**src/rtl/br_pred_monitor.sv**
```systemverilog
// Branch-prediction accuracy monitor: per-channel saturating event/mispredict counters,
// tumbling-window mispredict alarm, and a valid/ready snapshot of the live counters.
module br_pred_monitor #(
  parameter int N_CH     = 2,
  parameter int CNT_W    = 32,
  parameter int WIN_LOG2 = 6,
  parameter int THRESH   = 8
) (
  input  logic                    i_clk,
  input  logic                    i_rst_n,
  input  logic [N_CH-1:0]         i_is_br,
  input  logic [N_CH-1:0]         i_is_correct,
  input  logic                    i_clr,
  input  logic                    i_snap_req,
  input  logic                    i_snap_rdy,
  output logic [N_CH*CNT_W-1:0]   o_total,
  output logic [N_CH*CNT_W-1:0]   o_miss,
  output logic [N_CH*CNT_W-1:0]   o_snap_total,
  output logic [N_CH*CNT_W-1:0]   o_snap_miss,
  output logic                    o_snap_vld,
  output logic [N_CH-1:0]         o_win_done,
  output logic [N_CH-1:0]         o_alarm,
  output logic [N_CH-1:0]         o_sat,
  output logic [0:0]              o_snap_state
);

  localparam logic [CNT_W-1:0]    CNT_ONE  = CNT_W'(1);
  localparam logic [CNT_W-1:0]    CNT_MAX  = '1;
  localparam logic [CNT_W-1:0]    CNT_PEN  = CNT_MAX - CNT_ONE;
  localparam logic [WIN_LOG2:0]   WIN_ONE  = (WIN_LOG2+1)'(1);
  localparam logic [WIN_LOG2:0]   WIN_LAST = {1'b0, {WIN_LOG2{1'b1}}};

  localparam logic [0:0] ST_IDLE = 1'b0;
  localparam logic [0:0] ST_HOLD = 1'b1;

  // Per-channel counters and window tracking; channels share nothing but clock and clear.
  for (genvar ch = 0; ch < N_CH; ch++) begin : g_ch
    logic [CNT_W-1:0]  total_q;
    logic [CNT_W-1:0]  miss_q;
    logic [WIN_LOG2:0] win_cnt_q;
    logic [WIN_LOG2:0] win_miss_q;
    logic [WIN_LOG2:0] win_miss_nxt;
    logic              miss_evt;
    logic              win_last;
    logic              done_q;
    logic              alarm_q;
    logic              sat_q;

    assign miss_evt     = i_is_br[ch] & ~i_is_correct[ch];
    assign win_miss_nxt = win_miss_q + (miss_evt ? WIN_ONE : '0);
    assign win_last     = (win_cnt_q == WIN_LAST);

    always_ff @(posedge i_clk or negedge i_rst_n) begin
      if (!i_rst_n) begin
        total_q    <= '0;
        miss_q     <= '0;
        win_cnt_q  <= '0;
        win_miss_q <= '0;
        done_q     <= 1'b0;
        alarm_q    <= 1'b0;
        sat_q      <= 1'b0;
      end else if (i_clr) begin
        total_q    <= '0;
        miss_q     <= '0;
        win_cnt_q  <= '0;
        win_miss_q <= '0;
        done_q     <= 1'b0;
        alarm_q    <= 1'b0;
        sat_q      <= 1'b0;
      end else begin
        done_q <= 1'b0;
        if (i_is_br[ch]) begin
          if (total_q != CNT_MAX) total_q <= total_q + CNT_ONE;
          if (miss_evt && (miss_q != CNT_MAX)) miss_q <= miss_q + CNT_ONE;
          // Flag on the edge that lands a counter on its maximum value.
          if ((total_q == CNT_PEN) || (miss_evt && (miss_q == CNT_PEN))) sat_q <= 1'b1;
          if (win_last) begin
            alarm_q    <= (int'(win_miss_nxt) > THRESH);
            done_q     <= 1'b1;
            win_cnt_q  <= '0;
            win_miss_q <= '0;
          end else begin
            win_cnt_q  <= win_cnt_q + WIN_ONE;
            win_miss_q <= win_miss_nxt;
          end
        end
      end
    end

    assign o_total[ch*CNT_W +: CNT_W] = total_q;
    assign o_miss[ch*CNT_W +: CNT_W]  = miss_q;
    assign o_win_done[ch]             = done_q;
    assign o_alarm[ch]                = alarm_q;
    assign o_sat[ch]                  = sat_q;
  end

  // Snapshot handshake: o_snap_vld is high exactly while in HOLD; a transfer happens
  // on a rising edge where o_snap_vld && i_snap_rdy, after which the FSM returns to IDLE.
  // Capture reads the registered live counters, so it sees pre-update (and pre-clear) values.
  logic [0:0]              state_q;
  logic [N_CH*CNT_W-1:0]   snap_total_q;
  logic [N_CH*CNT_W-1:0]   snap_miss_q;

  always_ff @(posedge i_clk or negedge i_rst_n) begin
    if (!i_rst_n) begin
      state_q      <= ST_IDLE;
      snap_total_q <= '0;
      snap_miss_q  <= '0;
    end else begin
      case (state_q)
        ST_IDLE: begin
          if (i_snap_req) begin
            snap_total_q <= o_total;
            snap_miss_q  <= o_miss;
            state_q      <= ST_HOLD;
          end
        end
        ST_HOLD: begin
          if (i_snap_rdy) state_q <= ST_IDLE;
        end
        default: state_q <= ST_IDLE;
      endcase
    end
  end

  assign o_snap_total = snap_total_q;
  assign o_snap_miss  = snap_miss_q;
  assign o_snap_vld   = (state_q == ST_HOLD);
  assign o_snap_state = state_q;

endmodule
```
**config.mk**
```make
export PLATFORM = sky130hd
export DESIGN_NAME = br_pred_monitor
export DESIGN_NICKNAME = d
export VERILOG_FILES = /design/src/rtl/br_pred_monitor.sv
export SDC_FILE = /design/constraint.sdc
export NUM_CORES = 1
export LEC_CHECK = 0
export BUFFER_PORTS_ARGS = -buffer_cell sky130_fd_sc_hd__buf_2
export CORE_MARGIN = 4
export CORE_UTILIZATION = 25
export CTS_CLUSTER_DIAMETER = 80
export CTS_CLUSTER_SIZE = 14
export DETAILED_ROUTE_END_ITERATION = 8
export GPL_TIMING_DRIVEN = 1
export PLACE_DENSITY = 0.41
export SLEW_MARGIN = 10
export SYNTH_ARGS = -nofsm -noshare
export SYNTH_HDL_FRONTEND = slang
export SYNTH_SLANG_ARGS = --single-unit
```
**constraint.sdc**
```tcl
create_clock -name i_clk -period 2.3 [get_ports i_clk]
set_clock_uncertainty 0.05 [all_clocks]
set_input_delay 0.23 -clock i_clk [delete_from_list [all_inputs] [get_ports i_clk]]
set_output_delay 0.23 -clock i_clk [all_outputs]
set_load 0.03 [all_outputs]
```
==> key figures <==
Status
  – Status: complete, no violations

Global route
  – Pin count of the biggest net entering global routing: 62
  – Overflow after GRT: 0
  – First-pass GRT wire length: 70300 um
  – All-layer global routing usage: around 14%
  – Antenna violations before repair: 0
  – Vias in the first global route: 12.0k

Route
  – WL/cell: 17.8 um
  – Final ANT Viol Nets: 0
  – Final wirelength: 43100 um
  – Via count: 11.7k
  – Initial drt markers: 578
  – Via density: roughly 4.8
  – DRC violations left: 0
  – Pre-Repair DR Iteration Count: 5

CTS
  – CTS Sinks: 291
  – CTS tree: done
  – Later-pin clock latency in the skew report: 570 ps
  – Clock Pin Slew Worst Setup and Hold Paths: around 70 ps
  – Longest Clk Path Bufs: 3
  – Clock H-tree levels: 1
  – CTS Root Cell: clkbuf_16
  – CTS Buf Count: 28

Worst hold path
  – Worst min-delay path class: in -> reg
  – Hold Path Origin: i_snap_req

Power and ir drop
  – Switching power: ~2.7 mW
  – Int Pwr: a little over 8 mW
  – Clock Power Share: 45.1%
  – Switching part of the total: between 20% and 30%
  – Pwr Density: 592 mW/mm2
  – Total power: 10.8 mW
  – Combinational power share: between 6 and 7%
  – Flop pwr share: 48.1%
  – P_leak: 8.63 nW
  – VDD IR max: 0.460 mV

Critical path
  – Worst Setup SP: g_ch[1].total_q[0]
  – Crit Reg-Reg Startpoint: g_ch[1].total_q[0]
  – RR Endpoint: g_ch[1].total_q[25]
  – CP Data Arrival Time: 2710 ps
  – Setup CP Type: reg -> reg
  – Crit path capture: g_ch[1].total_q[25]
  – Data required, critical path: ~2800 ps
  – CP Max Fanout: 6
  – CP endpoint kind: flip-flop
  – R2R Setup Slk: 40 ps
  – Worst Setup Start Kind: flip-flop
  – Reg2Reg Depth: 7

Place
  – Port Buf Inserts: 272
  – RD Place Congestion: between 0.7 and 0.8
  – Pre-CTS worst setup slack: -112 ps
  – DP HPWL: 31500 um

Timing
  – Final Cycle Share: 98.2%
  – RSZ-0062 raised after global routing: yes
  – Max Slew Vio Count: 0
  – Clock period minus worst slack: 2260 ps
  – Worst Tran Pin Value: 824 ps
  – Setup-failing EPs final: 0
  – Relative slew margins: 44.2%
  – FMAX: 443 MHz
  – Fin worst setup slack: roughly 42 ps
  – Hold Fails Final Rpt: 0

Final layout
  – # diodes: 0
  – Reg area: 0.00734 mm2
  – Multi-input logic area: 0.00623 mm2
  – Layout Nets: 1731
  – Area grow syn2layout: 32.3%
  – Layout cell share with drive strength beyond 1: 39.6%
  – Fillers: 5607

Synth
  – Cell Area, Synth: 0.0138 mm2
  – Synthesized instance count: 1305
  – Area leader, netlist: dfrtp_1
  – Synth top area cells: dfrtp_1, mux2_2, o21ai_0, a21oi_1, nor2_1
  – Most used flip-flop cell after synthesis: dfrtp_1
  – Warnings, synthesis: 0
  – Syn nets: 1328
  – Most common cell in the netlist: dfrtp_1
  – Most frequent cells after synthesis: dfrtp_1, mux2_2, nor2_1
  – Number of synthesized flops with an enable pin: 0
  – Area fraction of the dominant cell type after synthesis: between 50 and 60%
  – Asr flop ratio synth: 100%
  – Post-synthesis cell type count: 67
  – Syn Area/Cell: 10.6 um2
  – Synth Register Bits: 291
  – Sequential fraction of the synthesis area: about 53%

Die
  – IO Pins: 273
  – Die Area: 0.0591 mm2
  – # rows: 85
  – Placeable Area: 0.0542 mm2
  – Die Height: 243 um
  – Chip width: 243 um
  – Initial Utilization: 25.5%

Flow run
  – Max-Cap Viols: 0
-- area by class of cell --
cell class / instances / area share, %
well taps: 696 / 4.76
flip-flops and latches: 291 / 40.1
clock inverters: 10 / 0.828
inverters: 35 / 0.719
clock buffers: 39 / 4.28
multi-input cells: 912 / 34.1
repair buffers: 440 / 15.2
-- cells in the final DEF, fill, tap and decap left out, drive strengths merged, types with 14 or more instances in the layout --
| cell | n |
|---|---|
| clkbuf | 39 |
| nand4 | 46 |
| nor2 | 91 |
| mux2 | 124 |
| nor2b | 15 |
| inv | 34 |
| or4 | 34 |
| o31ai | 28 |
| xor2 | 18 |
| buf | 438 |
| dfrtp | 291 |
| nor4 | 27 |
| o21ai | 81 |
| nand2 | 89 |
| a21oi | 69 |
| xnor2 | 29 |
| nor3 | 23 |
| or3 | 46 |
| nand3 | 58 |
| ha | 14 |
| and4 | 15 |
-- worst max-delay path: stages (launching register included) --
cell     delay [ps]
dfrtp_2         390
buf_4           130
nand4_1         100
or4_4           450
a311o_2         460
buf_6           150
or3_1           350
a21oi_2         110
-- power by group through the flow --
stage	sequential [mW]	clock [mW]	combinational, mW
floorplan	5.38	0	0.305
global placement	5.30	0	0.741
detailed placement	5.31	0	0.747
CTS	5.21	5.11	0.752
global route	5.21	5.30	0.811
finish	5.21	4.88	0.726
-- how the worst min path moves through the flow --
stage,end,cells after the start
finish,o_snap_state,3
global route,o_snap_state,3
CTS,o_snap_total[0],3
detailed placement,o_snap_total[49],1
global placement,o_snap_total[45],1
floorplan,g_ch[0].alarm_q,0
-- sequential cells by signal, indices dropped and copies added, names as in the netlist --
register / flops
g_ch.total_q: 64
g_ch.win_cnt_q: 14
g_ch.win_miss_q: 14
g_ch.sat_q: 2
g_ch.done_q: 2
o_snap_miss: 64
o_snap_total: 64
g_ch.miss_q: 64
o_snap_state: 1
g_ch.alarm_q: 2
-- repair_timing --
action | in CTS | in global routing
setup endpoints to repair | 5 | 21
hold buffers | 2 | 0
pin swaps | 2 | 6
gates resized for setup | 3 | 13
setup buffers | 1 | 8
endpoints found under the hold margin | 184 | 0
-- layer usage --
layer	up-vias	track usage [%]	routed length, um
met5	-	0	0
met4	0	3.51	934
met3	60	2.99	2120
met2	205	23.6	20100
met1	5826	19.5	19900
li1	5610	-	-
-- through the flow --
stage	instances	hold WS (ps)	util (%)	instance area, um2	TNS, ps
floorplan	1305	-116	-	13900	-311
global placement	2363	155	31.7	17200	-175
detailed placement	2363	157	31.7	17200	-281
CTS	2415	14.0	33.5	18200	0
global route	2423	38.7	33.7	18300	-283
finish	2423	43.0	33.7	18300	0
-- logic make-up after synthesis --
| group | synth area share, % |
|---|---|
| buf+inv | 3.11 |
| compound gates | 11.3 |
| flops | 52.7 |
| simple gates | 18.3 |
| xor+xnor | 2.98 |
| mux | 10.3 |
| fa+ha+maj | 1.27 |
No activity file was read; power rests on OpenSTA's default activity.
